<file path="src/rtl/avalon_reg_master.sv">
// rtl/avalon_reg_master.sv - single-transfer Avalon-MM register master (optional timeout: AVALON_REG_MASTER_TIMEOUT_EN)
module avalon_reg_master #(
  parameter int ADDR_W         = 3,
  parameter int DATA_W         = 16,
  parameter int READ_LATENCY   = 0,
  parameter int TIMEOUT_CYCLES = 255
) (
  input  logic              clk,
  input  logic              reset,
  input  logic              cmd_valid,
  output logic              cmd_ready,
  input  logic              cmd_write,
  input  logic [ADDR_W-1:0] cmd_addr,
  input  logic [DATA_W-1:0] cmd_wdata,
  output logic              rsp_valid,
  output logic [DATA_W-1:0] rsp_rdata,
  output logic              rsp_timeout,
  output logic              busy,
  output logic [ADDR_W-1:0] av_address,
  output logic              av_chipselect,
  output logic              av_read,
  output logic              av_write,
  output logic [DATA_W-1:0] av_writedata,
  input  logic [DATA_W-1:0] av_readdata,
  input  logic              av_waitrequest
);

  // Reject configurations the latency counter or timeout counter cannot represent.
  if (READ_LATENCY < 0 || READ_LATENCY > 7 || TIMEOUT_CYCLES < 1 || TIMEOUT_CYCLES > 65535) begin : g_param_check
    $error("avalon_reg_master: READ_LATENCY or TIMEOUT_CYCLES out of range");
  end

  // A zero-latency read completes straight from ACCESS; otherwise RDWAIT ends on LAT_LAST.
  localparam bit            NO_RDWAIT = (READ_LATENCY == 0);
  localparam logic [2:0]    LAT_LAST  = (READ_LATENCY > 0) ? 3'(READ_LATENCY - 1) : 3'd0;

  typedef enum logic [1:0] {S_IDLE, S_ACCESS, S_RDWAIT, S_RESP} state_t;

  state_t              r_state;
  state_t              w_state_nxt;
  logic                r_write;
  logic [2:0]          r_lat_cnt;
  logic                r_cmd_ready;
  logic                r_busy;
  logic                r_rsp_valid;
  logic [DATA_W-1:0]   r_rsp_rdata;
  logic                r_rsp_timeout;
  logic                r_av_chipselect;
  logic                r_av_read;
  logic                r_av_write;
  logic [ADDR_W-1:0]   r_av_address;
  logic [DATA_W-1:0]   r_av_writedata;
  logic                w_accept;
  logic                w_write_nxt;
  logic                w_capture;
  logic                w_timeout_hit;

  assign w_accept    = (r_state == S_IDLE) && cmd_valid;
  assign w_write_nxt = w_accept ? cmd_write : r_write;

`ifdef AVALON_REG_MASTER_TIMEOUT_EN
  localparam logic [15:0] TO_LAST = 16'(TIMEOUT_CYCLES - 1);
  logic [15:0] r_to_cnt;

  // Count stalled ACCESS cycles; the count is zero whenever ACCESS is entered.
  always_ff @(posedge clk) begin
    if (reset) begin
      r_to_cnt <= '0;
    end else if (r_state != S_ACCESS) begin
      r_to_cnt <= '0;
    end else if (av_waitrequest) begin
      r_to_cnt <= r_to_cnt + 16'd1;
    end
  end

  // Abort at the end of the TIMEOUT_CYCLES-th stalled cycle.
  assign w_timeout_hit = (r_state == S_ACCESS) && av_waitrequest && (r_to_cnt == TO_LAST);
`else
  assign w_timeout_hit = 1'b0;
`endif

  // Next-state decode and read-data capture strobe.
  always_comb begin
    w_state_nxt = r_state;
    w_capture   = 1'b0;
    case (r_state)
      S_IDLE: begin
        if (cmd_valid) w_state_nxt = S_ACCESS;
      end
      S_ACCESS: begin
        if (!av_waitrequest) begin
          if (r_write || NO_RDWAIT) begin
            w_state_nxt = S_RESP;
            w_capture   = !r_write;
          end else begin
            w_state_nxt = S_RDWAIT;
          end
        end else if (w_timeout_hit) begin
          w_state_nxt = S_RESP;
        end
      end
      S_RDWAIT: begin
        if (r_lat_cnt == LAT_LAST) begin
          w_state_nxt = S_RESP;
          w_capture   = 1'b1;
        end
      end
      S_RESP: begin
        w_state_nxt = S_IDLE;
      end
      default: begin
        w_state_nxt = S_IDLE;
      end
    endcase
  end

  // State, latched command and every output registered from the next state.
  always_ff @(posedge clk) begin
    if (reset) begin
      r_state         <= S_IDLE;
      r_write         <= 1'b0;
      r_lat_cnt       <= '0;
      r_cmd_ready     <= 1'b1;
      r_busy          <= 1'b0;
      r_rsp_valid     <= 1'b0;
      r_rsp_rdata     <= '0;
      r_rsp_timeout   <= 1'b0;
      r_av_chipselect <= 1'b0;
      r_av_read       <= 1'b0;
      r_av_write      <= 1'b0;
      r_av_address    <= '0;
      r_av_writedata  <= '0;
    end else begin
      r_state         <= w_state_nxt;
      r_write         <= w_write_nxt;
      r_lat_cnt       <= (r_state == S_RDWAIT) ? r_lat_cnt + 3'd1 : 3'd0;
      r_cmd_ready     <= (w_state_nxt == S_IDLE);
      r_busy          <= (w_state_nxt != S_IDLE);
      r_rsp_valid     <= (w_state_nxt == S_RESP);
      r_rsp_rdata     <= (w_state_nxt == S_RESP && w_capture) ? av_readdata : '0;
      r_rsp_timeout   <= (w_state_nxt == S_RESP) && w_timeout_hit;
      r_av_chipselect <= (w_state_nxt == S_ACCESS);
      r_av_read       <= (w_state_nxt == S_ACCESS) && !w_write_nxt;
      r_av_write      <= (w_state_nxt == S_ACCESS) && w_write_nxt;
      if (w_accept) begin
        r_av_address   <= cmd_addr;
        r_av_writedata <= cmd_wdata;
      end
    end
  end

  assign cmd_ready     = r_cmd_ready;
  assign busy          = r_busy;
  assign rsp_valid     = r_rsp_valid;
  assign rsp_rdata     = r_rsp_rdata;
  assign rsp_timeout   = r_rsp_timeout;
  assign av_chipselect = r_av_chipselect;
  assign av_read       = r_av_read;
  assign av_write      = r_av_write;
  assign av_address    = r_av_address;
  assign av_writedata  = r_av_writedata;

endmodule

</file>
<file path="config.mk">
export PLATFORM = sky130hd
export DESIGN_NAME = avalon_reg_master
export DESIGN_NICKNAME = d
export VERILOG_FILES = /design/src/rtl/avalon_reg_master.sv
export SDC_FILE = /design/constraint.sdc
export NUM_CORES = 1
export LEC_CHECK = 0
export ABC_AREA = 1
export CELL_PAD_IN_SITES_DETAIL_PLACEMENT = 1
export CELL_PAD_IN_SITES_GLOBAL_PLACEMENT = 1
export CORE_ASPECT_RATIO = 0.6
export CORE_MARGIN = 2
export CORE_UTILIZATION = 29
export CTS_CLUSTER_SIZE = 14
export DETAILED_ROUTE_END_ITERATION = 8
export PLACE_DENSITY = 0.87
export SETUP_SLACK_MARGIN = 0.4
export SLEW_MARGIN = 20
export SYNTH_ARGS = -nofsm -noshare
export SYNTH_HDL_FRONTEND = slang
export SYNTH_SLANG_ARGS = --single-unit
</file>
<file path="constraint.sdc">
create_clock -name clk -period 1.75 [get_ports clk]
set_input_delay 0.175 -clock clk [delete_from_list [all_inputs] [get_ports clk]]
set_output_delay 0.175 -clock clk [all_outputs]
set_load 0.02 [all_outputs]
</file>
==> flow_results.org <==
** Outcome
- The flow ran to the end, and the final reports show no timing, DRC or antenna violations.

** Logic synthesis
- The mapped netlist covers 1780 µm².
- After synthesis, flip-flops and latches occupy 52.9% of the total area.
- In this run, synthesis produced a sequential element count of 47.
- Count of unique library cells instantiated by Yosys :: 24
- Sorting the synthesized cells by area gives the leading types as sky130_fd_sc_hd__dfxtp_1, sky130_fd_sc_hd__nor2_1, sky130_fd_sc_hd__nor2_4.
- Yosys printed 0 warnings.
- Cell type with the highest aggregate area in the netlist :: sky130_fd_sc_hd__dfxtp_1
- Syn_nets :: 249
- Each instance of the synthesized netlist takes up on average 8.81 µm².
- Cells after Synth :: 202
- The share of synthesized area in the top cell type comes to 52.9%.

** Placement
- Setup Slack @ Placement :: -0.000340 ns
- Gpl congestion :: 0.747
- Port buffering added 80 buffers.
- Dpl cell area :: 2690 µm²
- Detail Placement HPWL :: 3700 µm

** Worst setup path
- Arr. time, crit path :: 1.68 ns
- Ordered list of cells on the worst path :: buf_4, ha_1, o21ai_1, nand2_2, nand3_4, buf_12, nor2_4
- Data on the critical path is required at its endpoint by 1.95 ns.
- CP max stage cell :: sky130_fd_sc_hd__dfxtp_4
- Kind of capture point of the worst setup path :: flip-flop
- CP startpoint kind :: flip-flop
- Slowest Stage Delay on Critical Path :: 0.36 ns
- In this run the worst path has a maximum fanout of 8.
- The critical path is of the reg2reg type.

** Clocking
- TritonCTS Sinks :: 47
- The H-tree generated during clock tree synthesis spans 2 levels.
- TritonCTS built the clock tree.
- Clock Latency Late Sink :: 0.30 ns
- Master cell of the clock root buffer :: sky130_fd_sc_hd__clkbuf_8
- The clock passes through at most 2 buffers.
- Cts-stage hold buffer count :: 0
- Clk slew on worst S/H paths :: 0.08 ns
- Buffers inserted during clock tree synthesis total 5.

** GRT
- The total overflow left after global routing is 0.
- Via count of the first global-routing pass :: 1594
- Number of antenna violations at the first check in global routing :: 0
- Entering global routing, the biggest net connects 21 pins.
- Global-route wire length before repair :: 8020 µm
- Global routing used 15.4% of the available tracks across all layers.

** Timing
- Final hold violation count :: 0
- Counting I/O delays and the setup requirement, the final critical path takes 1.48 ns.
- Achievable frequency :: 677 MHz
- RSZ-0062 raised after global routing :: yes
- Setup violations remaining at the end of the flow were counted as 0.
- Of the available clock period, the critical path in the final layout requires 84.4%.
- Crit path setup slack, layout :: 0.273 ns
- Post-route clock skew :: 0.00438 ns
- The max-slew violation count came to 0.

** Power and ir drop
- Leakage power summed over all cells :: 1.37 nW
- Dividing total power by cell area gives a power density of 859 nW/µm².
- Maximum vdd drop :: 0.375 mV

** Worst hold path
- The min-delay analysis places its worst path in the category in2reg.

** Final layout
- Antenna Diode Count :: 0
- Registers take 950 µm².
- Summing all multi-input logic gate instances after layout gives 776 µm².
- Counting the fill cells in the layout gives 710.
- Post-route cell area :: 2940 µm²
- Final #Nets :: 342
- Share of cells above drive strength 1 :: 20.9%
- From synthesis to final layout, the design area changed by 65.0%.

** Floorplanning
- The floorplan has 22 rows.
- The die is 105 µm wide.
- Die Area :: 6800 µm²
- Area of the core region :: 6030 µm²
- Once the floorplan was initialized, standard cells occupied 29.5% of the core.
- For this design the top-level I/O count stands at 82.
- Chip Height :: 64.7 µm

** Routing
- In the routed layout, each cell is associated on average with a via count of 4.14.
- Violation count after the first detailed-routing iteration :: 33
- Dividing the detail-routed wire length by the instance count gives 13.5 µm.
- Number of nets still failing antenna checks after routing :: 0
- Vias after detailed routing :: 1574
- The first detailed-routing pass ran for 4 iterations.
- Detailed-route wire length :: 5120 µm
- In the routed design, unresolved DRC markers number 0.

** Job
- The tool flagged a number of max-cap violations equal to 0.
[cell usage after synthesis]
| library cell | instances |
|---|---|
| sky130_fd_sc_hd__nor2_1 | 51 |
| sky130_fd_sc_hd__dfxtp_1 | 47 |
| sky130_fd_sc_hd__inv_1 | 31 |
| sky130_fd_sc_hd__o21ai_0 | 20 |
| sky130_fd_sc_hd__nor2_4 | 11 |
| sky130_fd_sc_hd__nand2_1 | 9 |
| sky130_fd_sc_hd__ha_1 | 7 |
| sky130_fd_sc_hd__o21ai_1 | 3 |
| sky130_fd_sc_hd__buf_2 | 2 |
| sky130_fd_sc_hd__clkbuf_1 | 2 |
| sky130_fd_sc_hd__nand2_2 | 2 |
| sky130_fd_sc_hd__nand3_2 | 2 |
| sky130_fd_sc_hd__nor2_2 | 2 |
| sky130_fd_sc_hd__nor3_1 | 2 |
| sky130_fd_sc_hd__o21ai_2 | 2 |
| sky130_fd_sc_hd__a21boi_2 | 1 |
| sky130_fd_sc_hd__buf_1 | 1 |
| sky130_fd_sc_hd__buf_12 | 1 |
| sky130_fd_sc_hd__buf_4 | 1 |
| sky130_fd_sc_hd__clkinv_1 | 1 |
| sky130_fd_sc_hd__conb_1 | 1 |
| sky130_fd_sc_hd__inv_2 | 1 |
| sky130_fd_sc_hd__nand3_4 | 1 |
| sky130_fd_sc_hd__xnor2_1 | 1 |
[kinds of logic (layout without fill, tap and decap cells)]
| kind of cell | after synthesis | count (layout) | share of synthesized area [%] |
|---|---|---|---|
| buf+inv | 40 | 134 | 9.70 |
| simple gates | 80 | 80 | 23.7 |
| fa+ha+maj | 7 | 7 | 4.92 |
| flops | 47 | 47 | 52.9 |
| other cells | 1 | 1 | 0.211 |
| compound gates | 26 | 26 | 8.09 |
| xor+xnor | 1 | 1 | 0.492 |
[area by class of cell]
class | count | share of cell area, %
inverters | 33 | 4.65
clock inverters | 2 | 0.426
well taps | 84 | 3.58
multi-input cells | 115 | 26.4
clock buffers | 6 | 2.47
repair buffers | 93 | 30.1
flip-flops and latches | 47 | 32.4
[sequential cells by signal, summed over array words and instances (netlist names)]
register and cells:
av_writedata 16, rsp_valid 1, busy 1, av_chipselect 1
av_address 3, rsp_rdata 16, r_write 1, r_state 2
r_lat_cnt 3, cmd_ready 1, av_read 1, av_write 1
[layout by cell type, fill, tap and decap left out, types with 3 or more instances in the layout]
cell                              count
sky130_fd_sc_hd__nor2_1              48
sky130_fd_sc_hd__dfxtp_1             44
sky130_fd_sc_hd__dlygate4sd2_1       41
sky130_fd_sc_hd__clkdlybuf4s50_1     39
sky130_fd_sc_hd__inv_1               28
sky130_fd_sc_hd__o21ai_0             13
sky130_fd_sc_hd__nor2_4              13
sky130_fd_sc_hd__buf_4                9
sky130_fd_sc_hd__o21ai_1              8
sky130_fd_sc_hd__nand2_1              5
sky130_fd_sc_hd__clkbuf_8             5
sky130_fd_sc_hd__nand2_2              4
sky130_fd_sc_hd__ha_1                 4
sky130_fd_sc_hd__inv_4                3
sky130_fd_sc_hd__nand3_4              3
sky130_fd_sc_hd__nor2_2               3
sky130_fd_sc_hd__o21ai_2              3
sky130_fd_sc_hd__ha_4                 3
[report_power, final]
group | switching (mW) | total (mW) | internal, mW
Combinational | 0.376 | 0.671 | 0.295
Sequential | 0.0440 | 1.20 | 1.15
Clock | 0.373 | 0.653 | 0.280
[metrics by stage]
| stage | hold slack (ns) | cells | power (mW) | util, % | setup TNS (ns) |
|---|---|---|---|---|---|
| after CTS | 0.390 | 378 | 2.53 | 48.0 | 0 |
| after floorplan | 0.240 | 202 | 1.55 | - | 0 |
| after global routing | 0.385 | 380 | 2.66 | 48.7 | 0 |
| after detailed placement | 0.474 | 362 | 1.87 | 44.7 | -0.000340 |
| after global placement | 0.427 | 362 | 1.85 | 44.7 | 0 |
| final | 0.391 | 380 | 2.52 | 48.7 | 0 |
[what timing repair did]
| action | in CTS | in global routing |
|---|---|---|
| buffers inserted | 8 | 2 |
| pin swaps | 4 | 3 |
| gates resized for setup | 63 | 15 |
| endpoints found under the setup margin | 80 | 40 |
[critical path, delay by kind of cell (launching register included)]
kind,cells,cell delay [ns]
adder cells (fa/ha/maj),1,0.19
flip-flops,1,0.36
AO/OA/AOI/OAI,1,0.19
buffers and inverters,2,0.30
AND/OR/NAND/NOR,3,0.33
[per-layer routing]
metal  wire length [µm]  vias to the layer above  track usage [%]  part of all wire (%)
met5                  0                        -                0                     0
met3                388                        7             6.34                   7.6
met1               2020                      731             16.5                    39
met4                 43                        0             3.67                  0.84
li1                   -                      786                -                     -
met2               2670                       50             28.7                    52
[worst paths after layout]
check | slack, ns | to | start | cells after the start
worst max-delay path | 0.27 | rsp_rdata[14] | r_state[1] | 7
worst min-delay path | 0.39 | rsp_rdata[0] | av_readdata[0] | 3
worst max register to register | 0.27 | rsp_rdata[14] | r_state[1] | 7
worst min register to register | 0.44 | r_lat_cnt[0] | r_lat_cnt[0] | 1
No activity file was read; power rests on OpenSTA's default activity.
